**config.mk**
```make
export PLATFORM = sky130hd
export DESIGN_NAME = event_led_engine
export DESIGN_NICKNAME = d
export VERILOG_FILES = /design/src/rtl/event_led_pkg.sv /design/src/rtl/event_arbiter.sv /design/src/rtl/event_led_engine.sv
export SDC_FILE = /design/constraint.sdc
export NUM_CORES = 1
export LEC_CHECK = 0
export BUFFER_PORTS_ARGS = -buffer_cell sky130_fd_sc_hd__clkbuf_2
export CORE_MARGIN = 3
export CORE_UTILIZATION = 41
export CTS_BUF_LIST = sky130_fd_sc_hd__clkbuf_16
export DETAILED_ROUTE_END_ITERATION = 10
export RECOVER_POWER = 100
export SLEW_MARGIN = 20
export SYNTH_ARGS = -nofsm -noshare
export SYNTH_HDL_FRONTEND = slang
export SYNTH_SLANG_ARGS = --single-unit
```
**constraint.sdc**
```tcl
create_clock -name CLK -period 8.45 [get_ports CLK]
set_input_delay 1.2675 -clock CLK [delete_from_list [all_inputs] [get_ports CLK]]
set_output_delay 1.2675 -clock CLK [all_outputs]
set_load 0.02 [all_outputs]
```
**src/rtl/event_led_pkg.sv**
```systemverilog
// Shared types and widths for the launchpad front-panel event-to-LED engine.
// Imported by the arbiter and the top level so both agree on counter widths.
package event_led_pkg;

    typedef enum logic [1:0] {
        MODE_TOGGLE = 2'd0,
        MODE_PULSE  = 2'd1,
        MODE_BLINK  = 2'd2,
        MODE_RSVD   = 2'd3
    } led_mode_e;

    localparam int COL_W  = 3;
    localparam int DROP_W = 8;

    localparam logic [DROP_W-1:0] DROP_MAX = '1;

    // Index width that stays legal (>=1) even for single-entry ranges.
    function automatic int idx_width(input int n);
        return (n > 1) ? $clog2(n) : 1;
    endfunction

endpackage

```
**src/rtl/event_arbiter.sv**
```systemverilog
// Edge detection, pending queue with fixed-priority grant (index 0 highest)
// and saturating count of events that arrive while their slot is still pending.
module event_arbiter
    import event_led_pkg::*;
#(
    parameter int N_EV  = 13,
    parameter int IDX_W = 4
) (
    input  logic              CLK,
    input  logic              RST,
    input  logic [N_EV-1:0]   events,
    output logic              grant_valid,
    output logic [IDX_W-1:0]  grant_idx,
    output logic [DROP_W-1:0] drop_cnt,
    output logic              busy
);

    localparam int CNT_W = $clog2(N_EV + 1);
    localparam int SUM_W = DROP_W + CNT_W;

    logic [N_EV-1:0]  event_q;
    logic [N_EV-1:0]  pend;
    logic [N_EV-1:0]  pend_next;
    logic [N_EV-1:0]  rise;
    logic [N_EV-1:0]  grant_oh;
    logic [N_EV-1:0]  drop_hit;
    logic [CNT_W-1:0] drop_num;
    logic [SUM_W-1:0] drop_sum;
    logic             clear_grant;

    assign rise        = events & ~event_q;
    assign grant_oh    = pend & (~pend + N_EV'(1));
    assign grant_valid = |pend;
    assign busy        = |pend;
    assign clear_grant = grant_oh[N_EV-1];
    assign drop_hit    = rise & pend & ~grant_oh;

    always_comb begin
        grant_idx = '0;
        for (int i = N_EV - 1; i >= 0; i--) begin
            if (pend[i]) grant_idx = IDX_W'(i);
        end
    end

    // Several slots can overflow in one cycle; each one counts as its own drop.
    always_comb begin
        drop_num = '0;
        for (int i = 0; i < N_EV; i++) begin
            drop_num = drop_num + CNT_W'(drop_hit[i]);
        end
    end

    assign drop_sum = SUM_W'(drop_cnt) + SUM_W'(drop_num);

    // A granted clear flushes the queue, but rises arriving alongside it survive.
    assign pend_next = clear_grant ? rise : ((pend & ~grant_oh) | rise);

    always_ff @(posedge CLK) begin
        if (!RST) begin
            event_q  <= '0;
            pend     <= '0;
            drop_cnt <= '0;
        end else begin
            event_q  <= events;
            pend     <= pend_next;
            drop_cnt <= (drop_sum > SUM_W'(DROP_MAX)) ? DROP_MAX : drop_sum[DROP_W-1:0];
        end
    end

endmodule

```
**src/rtl/event_led_engine.sv**
```systemverilog
// Event-to-indicator engine: one arbitrated event path driving mono LEDs
// (toggle/pulse/blink) and RGB colour steppers, plus a global clear event.
module event_led_engine
    import event_led_pkg::*;
#(
    parameter int N_LED        = 8,
    parameter int N_RGB        = 4,
    parameter int PULSE_CYCLES = 5,
    parameter int BLINK_HALF   = 4
) (
    input  logic                   CLK,
    input  logic                   RST,
    input  logic [N_LED+N_RGB:0]   events,
    input  logic [1:0]             mode,
    output logic [N_LED-1:0]       led,
    output logic [N_RGB-1:0]       rgb_r,
    output logic [N_RGB-1:0]       rgb_g,
    output logic [N_RGB-1:0]       rgb_b,
    output logic [DROP_W-1:0]      drop_cnt,
    output logic                   busy
);

    localparam int N_EV   = N_LED + N_RGB + 1;
    localparam int IDX_W  = idx_width(N_EV);
    localparam int PCNT_W = $clog2(PULSE_CYCLES + 1);
    localparam int PRE_W  = idx_width(BLINK_HALF);

    logic              grant_valid;
    logic [IDX_W-1:0]  grant_idx;
    logic [N_EV-1:0]   dispatch_oh;
    logic [N_LED-1:0]  led_hit;
    logic [N_RGB-1:0]  rgb_hit;
    logic              clear_hit;

    logic [N_LED-1:0]  tog;
    logic [N_LED-1:0]  ben;
    logic [PCNT_W-1:0] pcnt [N_LED];
    logic [COL_W-1:0]  col  [N_RGB];
    logic [PRE_W-1:0]  prescale;
    logic              phase;
    led_mode_e         live_mode;

    assign live_mode = led_mode_e'(mode);

    event_arbiter #(
        .N_EV  (N_EV),
        .IDX_W (IDX_W)
    ) u_arbiter (
        .CLK         (CLK),
        .RST         (RST),
        .events      (events),
        .grant_valid (grant_valid),
        .grant_idx   (grant_idx),
        .drop_cnt    (drop_cnt),
        .busy        (busy)
    );

    always_comb begin
        dispatch_oh = '0;
        for (int i = 0; i < N_EV; i++) begin
            dispatch_oh[i] = grant_valid && (grant_idx == IDX_W'(i));
        end
    end

    assign led_hit   = dispatch_oh[N_LED-1:0];
    assign rgb_hit   = dispatch_oh[N_EV-2:N_LED];
    assign clear_hit = dispatch_oh[N_EV-1];

    // Mode is sampled at dispatch; each mode keeps its own state so switching
    // modes later shows whatever that mode last held.
    always_ff @(posedge CLK) begin
        if (!RST || clear_hit) begin
            tog <= '0;
            ben <= '0;
            for (int c = 0; c < N_LED; c++) pcnt[c] <= '0;
        end else begin
            for (int c = 0; c < N_LED; c++) begin
                if (led_hit[c] && live_mode == MODE_PULSE)
                    pcnt[c] <= PCNT_W'(PULSE_CYCLES);
                else if (pcnt[c] != '0)
                    pcnt[c] <= pcnt[c] - PCNT_W'(1);
                if (led_hit[c] && live_mode == MODE_BLINK)
                    ben[c] <= ~ben[c];
                if (led_hit[c] && (live_mode == MODE_TOGGLE || live_mode == MODE_RSVD))
                    tog[c] <= ~tog[c];
            end
        end
    end

    always_ff @(posedge CLK) begin
        if (!RST || clear_hit) begin
            for (int c = 0; c < N_RGB; c++) col[c] <= '0;
        end else begin
            for (int c = 0; c < N_RGB; c++) begin
                if (rgb_hit[c]) col[c] <= col[c] + COL_W'(1);
            end
        end
    end

    // Shared blink timebase; deliberately left running through a clear.
    always_ff @(posedge CLK) begin
        if (!RST) begin
            prescale <= '0;
            phase    <= 1'b0;
        end else if (prescale == PRE_W'(BLINK_HALF - 1)) begin
            prescale <= '0;
            phase    <= ~phase;
        end else begin
            prescale <= prescale + PRE_W'(1);
        end
    end

    always_comb begin
        led   = '0;
        rgb_r = '0;
        rgb_g = '0;
        rgb_b = '0;
        for (int c = 0; c < N_LED; c++) begin
            case (live_mode)
                MODE_PULSE: led[c] = (pcnt[c] != '0);
                MODE_BLINK: led[c] = ben[c] & phase;
                default:    led[c] = tog[c];
            endcase
        end
        for (int c = 0; c < N_RGB; c++) begin
            rgb_r[c] = col[c][2];
            rgb_g[c] = col[c][1];
            rgb_b[c] = col[c][0];
        end
    end

endmodule
```
==> results of run 1 <==
==> critical path, cell delays in order, from the launching register on <==
cell and delay (ns):
sky130_fd_sc_hd__dfxtp_1 0.45, sky130_fd_sc_hd__nor4_1 0.58, sky130_fd_sc_hd__nand2_1 0.36, sky130_fd_sc_hd__o31ai_1 0.38
sky130_fd_sc_hd__nor2_1 0.12, sky130_fd_sc_hd__fa_1 0.50, sky130_fd_sc_hd__inv_1 0.05, sky130_fd_sc_hd__fa_1 0.46
sky130_fd_sc_hd__fa_1 0.52, sky130_fd_sc_hd__fa_1 0.55, sky130_fd_sc_hd__inv_1 0.05, sky130_fd_sc_hd__ha_1 0.22
sky130_fd_sc_hd__fa_1 0.52, sky130_fd_sc_hd__inv_1 0.07, sky130_fd_sc_hd__fa_1 0.43, sky130_fd_sc_hd__nor2b_1 0.17
sky130_fd_sc_hd__o21a_1 0.21, sky130_fd_sc_hd__o211ai_1 0.10, sky130_fd_sc_hd__a211oi_1 0.21
==> through the flow <==
step / power (uW) / setup slack, ns / hold slack (ns)
2_1_floorplan: 886.3 / 2.852 / 0.3674
6_report: 1349 / 2.388 / 0.3811
3_5_place_dp: 986.2 / 2.571 / 0.3719
4_1_cts: 1370 / 2.778 / 0.3806
3_3_place_gp: 964.3 / 2.602 / 0.3719
5_1_grt: 1450 / 2.014 / 0.3974
==> per-layer routing <==
layer | GRT usage [%] | share of wire, % | wire length [um] | up-vias
met5 | 0 | 0 | 0 | -
met4 | 7.051 | 2.3 | 212 | 0
met3 | 2.599 | 3.1 | 290 | 14
met2 | 25.09 | 44 | 4104 | 50
met1 | 20.18 | 50 | 4636 | 1587
li1 | - | - | - | 1781
==> placed cells by master (no fill, tap or decap), types with 2 or more instances in the layout <==
cell type and n:
sky130_fd_sc_hd__nand4_1 5, sky130_fd_sc_hd__fa_1 8, sky130_fd_sc_hd__nor2b_1 15, sky130_fd_sc_hd__nor3_1 13
sky130_fd_sc_hd__ha_1 34, sky130_fd_sc_hd__edfxtp_1 36, sky130_fd_sc_hd__nor4_1 6, sky130_fd_sc_hd__xor2_1 20
sky130_fd_sc_hd__a31oi_1 4, sky130_fd_sc_hd__a21oi_1 30, sky130_fd_sc_hd__o21a_1 11, sky130_fd_sc_hd__nand3_1 25
sky130_fd_sc_hd__nand2b_1 14, sky130_fd_sc_hd__and2_0 10, sky130_fd_sc_hd__or2_2 6, sky130_fd_sc_hd__clkinv_1 4
sky130_fd_sc_hd__o21ai_0 20, sky130_fd_sc_hd__dfxtp_1 53, sky130_fd_sc_hd__nor4b_1 2, sky130_fd_sc_hd__inv_1 41
sky130_fd_sc_hd__nand2_1 28, sky130_fd_sc_hd__clkbuf_16 9, sky130_fd_sc_hd__clkbuf_1 28, sky130_fd_sc_hd__o21bai_1 2
sky130_fd_sc_hd__and3_1 3, sky130_fd_sc_hd__xnor2_1 5, sky130_fd_sc_hd__o31ai_1 3, sky130_fd_sc_hd__clkbuf_2 17
sky130_fd_sc_hd__a41oi_1 2, sky130_fd_sc_hd__a21o_1 2, sky130_fd_sc_hd__and2_1 7, sky130_fd_sc_hd__or3_1 4
sky130_fd_sc_hd__nor3b_1 4, sky130_fd_sc_hd__a211oi_1 2, sky130_fd_sc_hd__o211ai_1 2, sky130_fd_sc_hd__nor2_1 48
==> registers in the layout, summed over array words and instances, names as in the netlist <==
signal,flops
pcnt,24
u_arbiter.event_q,13
tog,8
prescale,2
u_arbiter.pend,13
col,12
u_arbiter.drop_cnt,8
phase,1
ben,8
==> report_power, final <==
| part | switching [uW] | total, uW | internal, uW |
|---|---|---|---|
| combinational | 223 | 385 | 162 |
| sequential | 36.3 | 580 | 544 |
| clock | 160 | 384 | 224 |
| total | 420 | 1350 | 929 |
==> worst min path at each step <==
stage	endpoint	slack [ns]	cells after the start
floorplan	u_arbiter.pend[0]	0.37	1
finish	u_arbiter.pend[0]	0.38	1
global placement	u_arbiter.pend[0]	0.37	1
CTS	u_arbiter.pend[0]	0.38	1
global route	u_arbiter.pend[0]	0.40	1
detailed placement	u_arbiter.pend[0]	0.37	1
==> layout make-up <==
| class | instances | area share, % |
|---|---|---|
| inverter | 40 | 2.846 |
| multi-input combinational | 346 | 44.19 |
| timing repair buffer | 46 | 3.748 |
| sequential | 89 | 40.61 |
| tap | 140 | 3.321 |
| clock buffer | 9 | 4.269 |
| clock inverter | 7 | 1.020 |
==> cells by family after synthesis <==
logic type      share of synthesized area (%)
flops                                   45.12
buf+inv                                 5.298
fa+ha+maj                               12.34
simple gates                            22.11
compound gates                          10.44
xor+xnor                                4.613
other cells                           0.07900
==> flow_results.org, run 1 <==
** Run status
- Status :: finished with violations
- Failing checks :: max-capacitance violations, max-slew violations

** Critical path
- Required @ worst endpoint :: 8.69 ns
- Setup slack on the worst flop-to-flop path :: 2.39 ns
- Logic depth of the worst register-to-register path :: 18
- Highest net fanout along the worst path :: 13
- Worst setup path category :: reg2reg
- Crit path capture :: u_arbiter.drop_cnt[5]
- STA classifies the critical path startpoint as a flop.
- Setup crit end kind :: flop
- The worst register-to-register path begins at u_arbiter.pend[4].
- In this run the critical register-to-register path is captured at u_arbiter.drop_cnt[5].
- The critical path starts at u_arbiter.pend[4].
- Data arrives at the worst endpoint at 6.30 ns.

** Clock tree
- The root buffer cell chosen for the clock tree is sky130_fd_sc_hd__clkbuf_16.
- Register clock-pin slew on the reported worst setup and hold paths :: 0.06 ns
- Clk Latency, worst-skew pair :: 0.34 ns
- In this run, post-CTS repair resized a total of 0 instances.
- Inserted Clock Buffers :: 9
- After clock tree synthesis, the flow added hold-fix buffers numbering 0.
- Buffers added to address setup during post-CTS repair amount to 0.
- The H-tree generated during clock tree synthesis spans 3 levels.
- Number of clock sinks :: 89
- Counting along the longest clock path gives a buffer depth of 2.
- TritonCTS built the clock tree.

** Cells and area
- The finished cells cover 5275 um^2.
- In the final layout, the multi-input gates occupy 2331 um^2.
- From synthesis to final layout, the design area changed by 11.12%.
- Number of antenna diodes :: 0
- At the end of the flow, the number of nets in the layout was 591.
- Share of the core filled with cells in the final layout :: 47.62%
- Filler cell count :: 1107
- After the flow finishes, the layout carries non-filler instances totaling 677.
- Area taken by flip-flops and latches :: 2142 um^2
- Layout cells sized above 1 :: 7.076%

** Yosys
- The synthesized design contains 36 enable-type register cells.
- Number of warnings issued by yosys :: 0
- sky130_fd_sc_hd__edfxtp_1 takes more of the synthesized area than any other cell.
- After synthesis the netlist holds a flip-flop and latch count of 89.
- Synthesis instantiated 49 different standard cells from the library.
- Mean cell area of the mapped netlist :: 9.590 um^2
- Mapped cell area :: 4747 um^2
- Summed over its instances, the top area cell type makes up 22.77% of the synthesized netlist area.
- The number of nets handed over by synthesis was 554.
- Yosys attributes the largest share of cell area to sky130_fd_sc_hd__edfxtp_1, sky130_fd_sc_hd__dfxtp_1, sky130_fd_sc_hd__ha_1.
- Most used DFF post-synth :: sky130_fd_sc_hd__dfxtp_1
- Leading cell type by number of instances after synthesis :: sky130_fd_sc_hd__dfxtp_1
- Share of the yosys chip area belonging to registers :: 45.12%
- Post-synth top cells :: sky130_fd_sc_hd__dfxtp_1, sky130_fd_sc_hd__nor2_1, sky130_fd_sc_hd__inv_1
- Counting every instance in the synthesized netlist gives 495.
- Share of synthesized flip-flops with an asynchronous set or reset :: 0%

** Floorplanning
- In this run the count of I/O pins placed on the die edge is 46.
- Initial core utilization :: 42.85%
- The floorplan step defined a die boundary enclosing 12910 um^2.
- In this run the standard cell core region covers 11080 um^2.
- Height of the die :: 113.6 um
- Chip Width :: 113.6 um
- After floorplanning, the core was divided into 38 placement rows.

** Timing
- Setup violations remaining at the end of the flow were counted as 0.
- Shortest clock period the worst path allows after layout :: 6.062 ns
- Fraction of the cycle the final worst path needs :: 71.74%
- Tightest Pin Transition :: 1.719 ns
- TNS Setup :: 0 ns
- For the final database, setup skew stands at 0.006766 ns.
- Number of failing hold endpoints at the final stage :: 0
- RSZ-0062 raised after global routing :: false
- Maximum operating frequency :: 165.0 MHz
- Number of pins exceeding their max-slew limit in the final report :: 19
- Measured against its own limit, the worst slew margin works out to -16.09%.

** Drt
- Wire length per cell :: 13.65 um
- The detailed router finished its first iteration with 143 violations.
- Summing over every cut layer, the via total after detailed routing is 3432.
- Routed vias/inst :: 5.069
- Wires add up to 9242 um.
- The detail route stage leaves a number of antenna-violating nets equal to 0.
- The pre-antenna-repair detailed-routing pass consisted of 4 iterations.
- For this run, design rule violations remaining after detail routing come to 0.

** Global routing
- Number of antenna violations at the first check in global routing :: 0
- Global routing consumed, over all layers together, 15.45% of the routing resources.
- Vias in the first global route :: 3509
- First-pass GRT wire length :: 16130 um
- After global routing the overflow that remains totals 0.
- Maximum number of pins on one net before global-route repair :: 35

** Pwr
- The analysis attributes to cell leakage a power of 0.002177 uW.
- Maximum vdd drop :: 113.5 uV
- In this run the power density over the cells is 255.8 nW/um^2.

** Placement
- Cell area after placement :: 5061 um^2
- Routability-driven placement finished with a final weighted congestion of 0.7650.
- Once detailed placement completed, the half-perimeter wirelength came to 6715 um.
- IO buf count :: 45
- The number of placed instances, taps included, is 661.

** Worst hold path
- In this run the most critical hold path is launched from u_arbiter.event_q[0].
- The tightest min-delay check is of the reg2reg type.

** Job
- # Max-Cap Violations :: 1
(Power assumes the default switching activity.)
==> run 2: changes to the inputs <==
ABC_AREA = 1   (was unset)
clock period = 5.1 ns   (was 8.45 ns; I/O delays follow)
==> run 2 against run 1 <==
  * Setup slack got worse by 2.5 ns
  * Wire length rose by 7.6%
  * Cell count rose by 21%
  * Highest routed layer unchanged
  * Hold slack improved by 0.00077 ns
  * Clock-buffer cell count rose by 1
  * The flow finishes with violations (negative setup slack)
  * Largest cell class unchanged
  * Cell area rose by 11%
  * Largest power group unchanged
==> flow_results.org, run 2 <==
** Job
- # Max-Cap Violations :: 0 (was 1)

** Global routing
- Maximum number of pins on one net before global-route repair :: 32 (was 35)
- The first-pass GRT wire length was 16950 um (was 16130 um).
- Vias in the first global route :: 3767 (was 3509)
- The global routing usage summed across all routing layers is 16.50% (was 15.45%).
- The initial antenna violation count was 0 (unchanged).
- Remaining global-route overflow :: 0 (unchanged)

** Floorplanning
- The die area came to 12890 um^2 (was 12910 um^2).
- Number of placed I/O pins :: 46 (unchanged)
- Number of placement rows :: 38 (unchanged)
- Placeable Area :: 11080 um^2 (unchanged)
- Height of the die :: 113.5 um (was 113.6 um)
- The die width is 113.5 um (was 113.6 um).
- The initial cell density of the core is 42.78% (was 42.85%).

** Timing
- The count of pins over their slew limit came to 0 (was 19).
- Shortest clock period the worst path allows after layout :: 5.162 ns (was 6.062 ns)
- RSZ-0062 raised after global routing :: true (was false)
- Finish-stage setup viols :: 2 (was 0)
- The highest attainable clock frequency came to 193.7 MHz (was 165.0 MHz).
- TNS Setup :: -0.08898 ns (was 0 ns)
- The transition time of the tightest slew-check pin was 0.7310 ns (was 1.719 ns).
- Fraction of the cycle the final worst path needs :: 101.2% (was 71.74%)
- Number of failing hold endpoints at the final stage :: 0 (unchanged)
- Min setup slack post-route :: -0.06229 ns (was 2.388 ns)
- The worst hold slack came to 0.3818 ns (was 0.3811 ns).
- The headroom to the max-slew limit came to 51.22% (was -16.09%).
- The final clock skew is 0.005099 ns (was 0.006766 ns).

** Cells and area
- Reg with most FFs :: pcnt (unchanged)
- Area taken by flip-flops and latches :: 2147 um^2 (was 2142 um^2)
- The final net count is 733 (was 591).
- Number of antenna diodes :: 0 (unchanged)
- Leading cell type in the layout, fill and taps excluded :: sky130_fd_sc_hd__inv_1 (was sky130_fd_sc_hd__dfxtp_1)
- Max reg flops :: 24 (unchanged)
- The area occupied by multi-input gates is 2151 um^2 (was 2331 um^2).
- Layout Area Growth over Synthesis :: 23.39% (was 11.12%)
- The share of post-route cells with drive strength above 1 was 20.03% (was 7.076%).
- Fin cells :: 819 (was 677)
- Registers with the highest flip-flop counts: pcnt x24, u_arbiter.event_q x13, u_arbiter.pend x13 (unchanged).
- The filler cell count was 1059 (was 1107).
- Leading cell types in the layout, fill and taps excluded: sky130_fd_sc_hd__inv_1, sky130_fd_sc_hd__nand2_1, sky130_fd_sc_hd__nor2_1, sky130_fd_sc_hd__buf_4, sky130_fd_sc_hd__dfxtp_1 (was sky130_fd_sc_hd__dfxtp_1, sky130_fd_sc_hd__nor2_1, sky130_fd_sc_hd__inv_1, sky130_fd_sc_hd__edfxtp_1, sky130_fd_sc_hd__ha_1).

** Yosys
- The average size of a mapped cell is 8.243 um^2 (was 9.590 um^2).
- Dominant combinational cell family by area after synthesis :: simple AND/OR/NAND/NOR gates (unchanged)
- Share of the synthesized area in compound gates (AO/OA/AOI/OAI) :: 8.765% (was 10.44%)
- The warning count from the yosys run was 0 (unchanged).
- Post-synth top cells: sky130_fd_sc_hd__inv_1, sky130_fd_sc_hd__nand2_1, sky130_fd_sc_hd__nor2_1 (was sky130_fd_sc_hd__dfxtp_1, sky130_fd_sc_hd__nor2_1, sky130_fd_sc_hd__inv_1).
- Fraction of post-synthesis cell area in the top cell type by area :: 22.81% (was 22.77%)
- The most frequently used flop master after synthesis is sky130_fd_sc_hd__dfxtp_1 (unchanged).
- The count of distinct cell types in the synthesized netlist was 32 (was 49).
- The cell count after synthesis is 575 (was 495).
- The parity-gate share of the synthesized area counting xor and xnor cells came to 2.957% (was 4.613%).
- The post-synthesis cell type with the largest combined area is sky130_fd_sc_hd__edfxtp_1 (unchanged).
- The most used standard cell by instance count after synthesis is sky130_fd_sc_hd__inv_1 (was sky130_fd_sc_hd__dfxtp_1).
- Post-synthesis share of cell area spent on and, or, nand and nor gates :: 19.48% (was 22.11%)
- Synth top area cells: sky130_fd_sc_hd__edfxtp_1, sky130_fd_sc_hd__dfxtp_1, sky130_fd_sc_hd__inv_1 (was sky130_fd_sc_hd__edfxtp_1, sky130_fd_sc_hd__dfxtp_1, sky130_fd_sc_hd__ha_1).
- Mapped cell area :: 4740 um^2 (was 4747 um^2)
- The share of synthesized area spent on multiplexers is 0% (unchanged).
- Share of synthesized flip-flops with an asynchronous set or reset :: 0% (unchanged)
- The area share of fa/ha/maj cells after synthesis came to 12.35% (was 12.34%).
- The number of enable flip-flop cells after synthesis is 36 (unchanged).
- The synthesized net count is 634 (was 554).
- Register bit total from synthesis :: 89 (unchanged)
- Share of the yosys chip area belonging to registers :: 45.20% (was 45.12%)

** Drt
- The number of iterations in the first detailed-routing pass is 6 (was 4).
- Detailed router's first-iteration violation count :: 159 (was 143)
- Routed vias/inst :: 4.697 (was 5.069)
- Via total after detailed routing :: 3847 (was 3432)
- The DRC violations left came to 0 (unchanged).
- Routed Antenna Nets :: 0 (unchanged)
- Wire length per cell :: 12.14 um (was 13.65 um)
- Sum of routed wire length over all layers :: 9940 um (was 9242 um)

** Placement
- Post-Place Worst Slack :: -0.2301 ns (was 2.571 ns)
- The count of port buffers added during placement was 45 (unchanged).
- Count of placed standard cells including taps :: 760 (was 661)
- The last weighted congestion value of the routability-driven placer is 0.7802 (was 0.7650).
- The detailed placer's ending HPWL came to 6897 um (was 6715 um).

** Pwr
- The combinational fraction of design power came to 30.3% (was 28.5%).
- The total net switching power is 702.2 uW (was 419.8 uW).
- The share of total power consumed by net switching came to 31.60% (was 31.12%).
- The standby leakage power was 0.002824 uW (was 0.002177 uW).
- The power per cell area was 380.0 nW/um^2 (was 255.8 nW/um^2).
- Sequential share of power :: 42.3% (was 43.0%)
- Maximum vdd drop :: 183.5 uV (was 113.5 uV)
- Cell Int Power :: 1520 uW (was 929.3 uW)
- The proportion of power drawn by the clock network came to 27.4% (was 28.4%).

** Critical path
- Highest net fanout along the worst path :: 4 (was 13)
- The endpoint of the most critical register-to-register path is u_arbiter.drop_cnt[7] (was u_arbiter.drop_cnt[5]).
- Largest stage delay on the critical path :: 0.49 ns (was 0.58 ns)
- The data arrival at the endpoint of the critical path is 5.41 ns (was 6.30 ns).
- Setup slack on the worst flop-to-flop path :: -0.06 ns (was 2.39 ns)
- The kind of cell with the highest combined delay on the critical path was adder cells (unchanged).
- The library cell appearing most often on the critical path is sky130_fd_sc_hd__fa_1 (unchanged).
- Required @ worst endpoint :: 5.35 ns (was 8.69 ns)
- The path type of the worst setup path is reg2reg (unchanged).
- The highest-delay cell along the critical path is sky130_fd_sc_hd__fa_1 (was sky130_fd_sc_hd__nor4_1).
- The category of the worst setup path capture point is a flop (unchanged).
- The number of cells traversed by the worst register-to-register path came to 26 (was 18).
- The critical path launch point is u_arbiter.pend[0] (was u_arbiter.pend[4]).
- CP Buf/Inv Count :: 4 (was 3)
- The launching point of the worst reg2reg path is u_arbiter.pend[0] (was u_arbiter.pend[4]).
- Startpoint types :: flop (unchanged)
- The cell depth of the worst setup path was 26 (was 18).
- The end point of the critical path is u_arbiter.drop_cnt[7] (was u_arbiter.drop_cnt[5]).

** Clock tree
- The post-CTS clock slew at the launch and capture registers of the worst setup and hold paths came to 0.06 ns (about the same).
- Clock tree root driver cell :: sky130_fd_sc_hd__clkbuf_16 (unchanged)
- The TritonCTS clock tree is yes (unchanged).
- The level count of the clock H-tree was 3 (unchanged).
- Number of clock sinks :: 89 (unchanged)
- Deepest clock path buffer count :: 2 (unchanged)
- The later-pin clock latency in the skew report came to 0.34 ns (about the same).
- Inserted Clock Buffers :: 9 (unchanged)

** Worst hold path
- Origin of the worst min-delay path :: u_arbiter.event_q[0] (unchanged)
- Type of the tightest min-delay check :: reg2reg (unchanged)

** Run status
- Status :: finished with violations (unchanged)
- Failing checks :: negative setup slack (was max-capacitance violations, max-slew violations)
## run 2: kinds of logic after synthesis
| group | after synthesis |
|---|---|
| flip-flops | 89 |
| AO/OA/AOI/OAI | 78 |
| buffers and inverters | 136 |
| other | 1 |
| AND/OR/NAND/NOR | 213 |
| adder cells (fa/ha/maj) | 42 |
| XOR/XNOR | 16 |
## run 2: layout make-up
type,count,area share [%]
well taps,140,2.995
clock inverters,6,0.4279
inverters,123,7.895
multi-input cells,350,36.78
repair buffers,101,10.91
clock buffers,10,4.279
flip-flops and latches,89,36.71
## run 2: timing repair
item | CTS | global route
resized for setup | 10 | 16
setup buffers | 39 | 8
endpoints found under the setup margin | 7 | 9
hold buffers | 0 | 0
pin swaps | 8 | 16
## run 2: power by group through the flow
stage               Sequential, uW  Clock (uW)  Combinational, uW
floorplan                      963           0                446
global placement               949           0                599
detailed placement             954           0                626
CTS                            940         630                672
global route                   954         655                785
finish                         940         610                673
## run 2: per-stage QoR
step	total power (uW)	util, %	cell area, um^2
after floorplan	1409	-	4750
after global placement	1548	46.76	5180
after detailed placement	1581	46.76	5180
after CTS	2241	52.19	5782
after global routing	2394	52.79	5848
final	2222	52.79	5848
## run 2: layer usage
layer	wire length (um)	global-route usage (%)	vias to the layer above
met5	0	0	-
met4	223	9.455	0
met3	370	2.971	19
met2	4806	26.89	61
met1	4541	20.57	1738
li1	-	-	2029
## run 2: worst min path at each step
stage                                   end  slack (ns)  depth (start not counted)
after floorplan           u_arbiter.pend[0]        0.37                          1
after global placement    u_arbiter.pend[0]        0.37                          1
after detailed placement  u_arbiter.pend[0]        0.39                          1
after CTS                 u_arbiter.pend[0]        0.40                          1
after global routing      u_arbiter.pend[0]        0.40                          1
final                     u_arbiter.pend[0]        0.38                          1
## run 2: worst reg2reg max path, stage by stage, from the launching register on
cell and delay, ns:
sky130_fd_sc_hd__dfxtp_2 0.33, sky130_fd_sc_hd__nor2_4 0.12, sky130_fd_sc_hd__nand2_2 0.08, sky130_fd_sc_hd__nor2_4 0.12, sky130_fd_sc_hd__nand2_2 0.08, sky130_fd_sc_hd__nor3_4 0.19, sky130_fd_sc_hd__inv_2 0.08, sky130_fd_sc_hd__nor2_4 0.14
sky130_fd_sc_hd__inv_2 0.06, sky130_fd_sc_hd__nand2_4 0.06, sky130_fd_sc_hd__nor2_2 0.04, sky130_fd_sc_hd__fa_1 0.49, sky130_fd_sc_hd__inv_1 0.05, sky130_fd_sc_hd__fa_1 0.49, sky130_fd_sc_hd__fa_1 0.42, sky130_fd_sc_hd__fa_1 0.49
sky130_fd_sc_hd__inv_1 0.04, sky130_fd_sc_hd__ha_2 0.19, sky130_fd_sc_hd__fa_2 0.34, sky130_fd_sc_hd__xor2_1 0.15, sky130_fd_sc_hd__ha_1 0.33, sky130_fd_sc_hd__nand3_1 0.09, sky130_fd_sc_hd__nand2_1 0.11, sky130_fd_sc_hd__nand2_2 0.08
sky130_fd_sc_hd__a21boi_4 0.19, sky130_fd_sc_hd__nand3_2 0.10, sky130_fd_sc_hd__a221oi_2 0.21
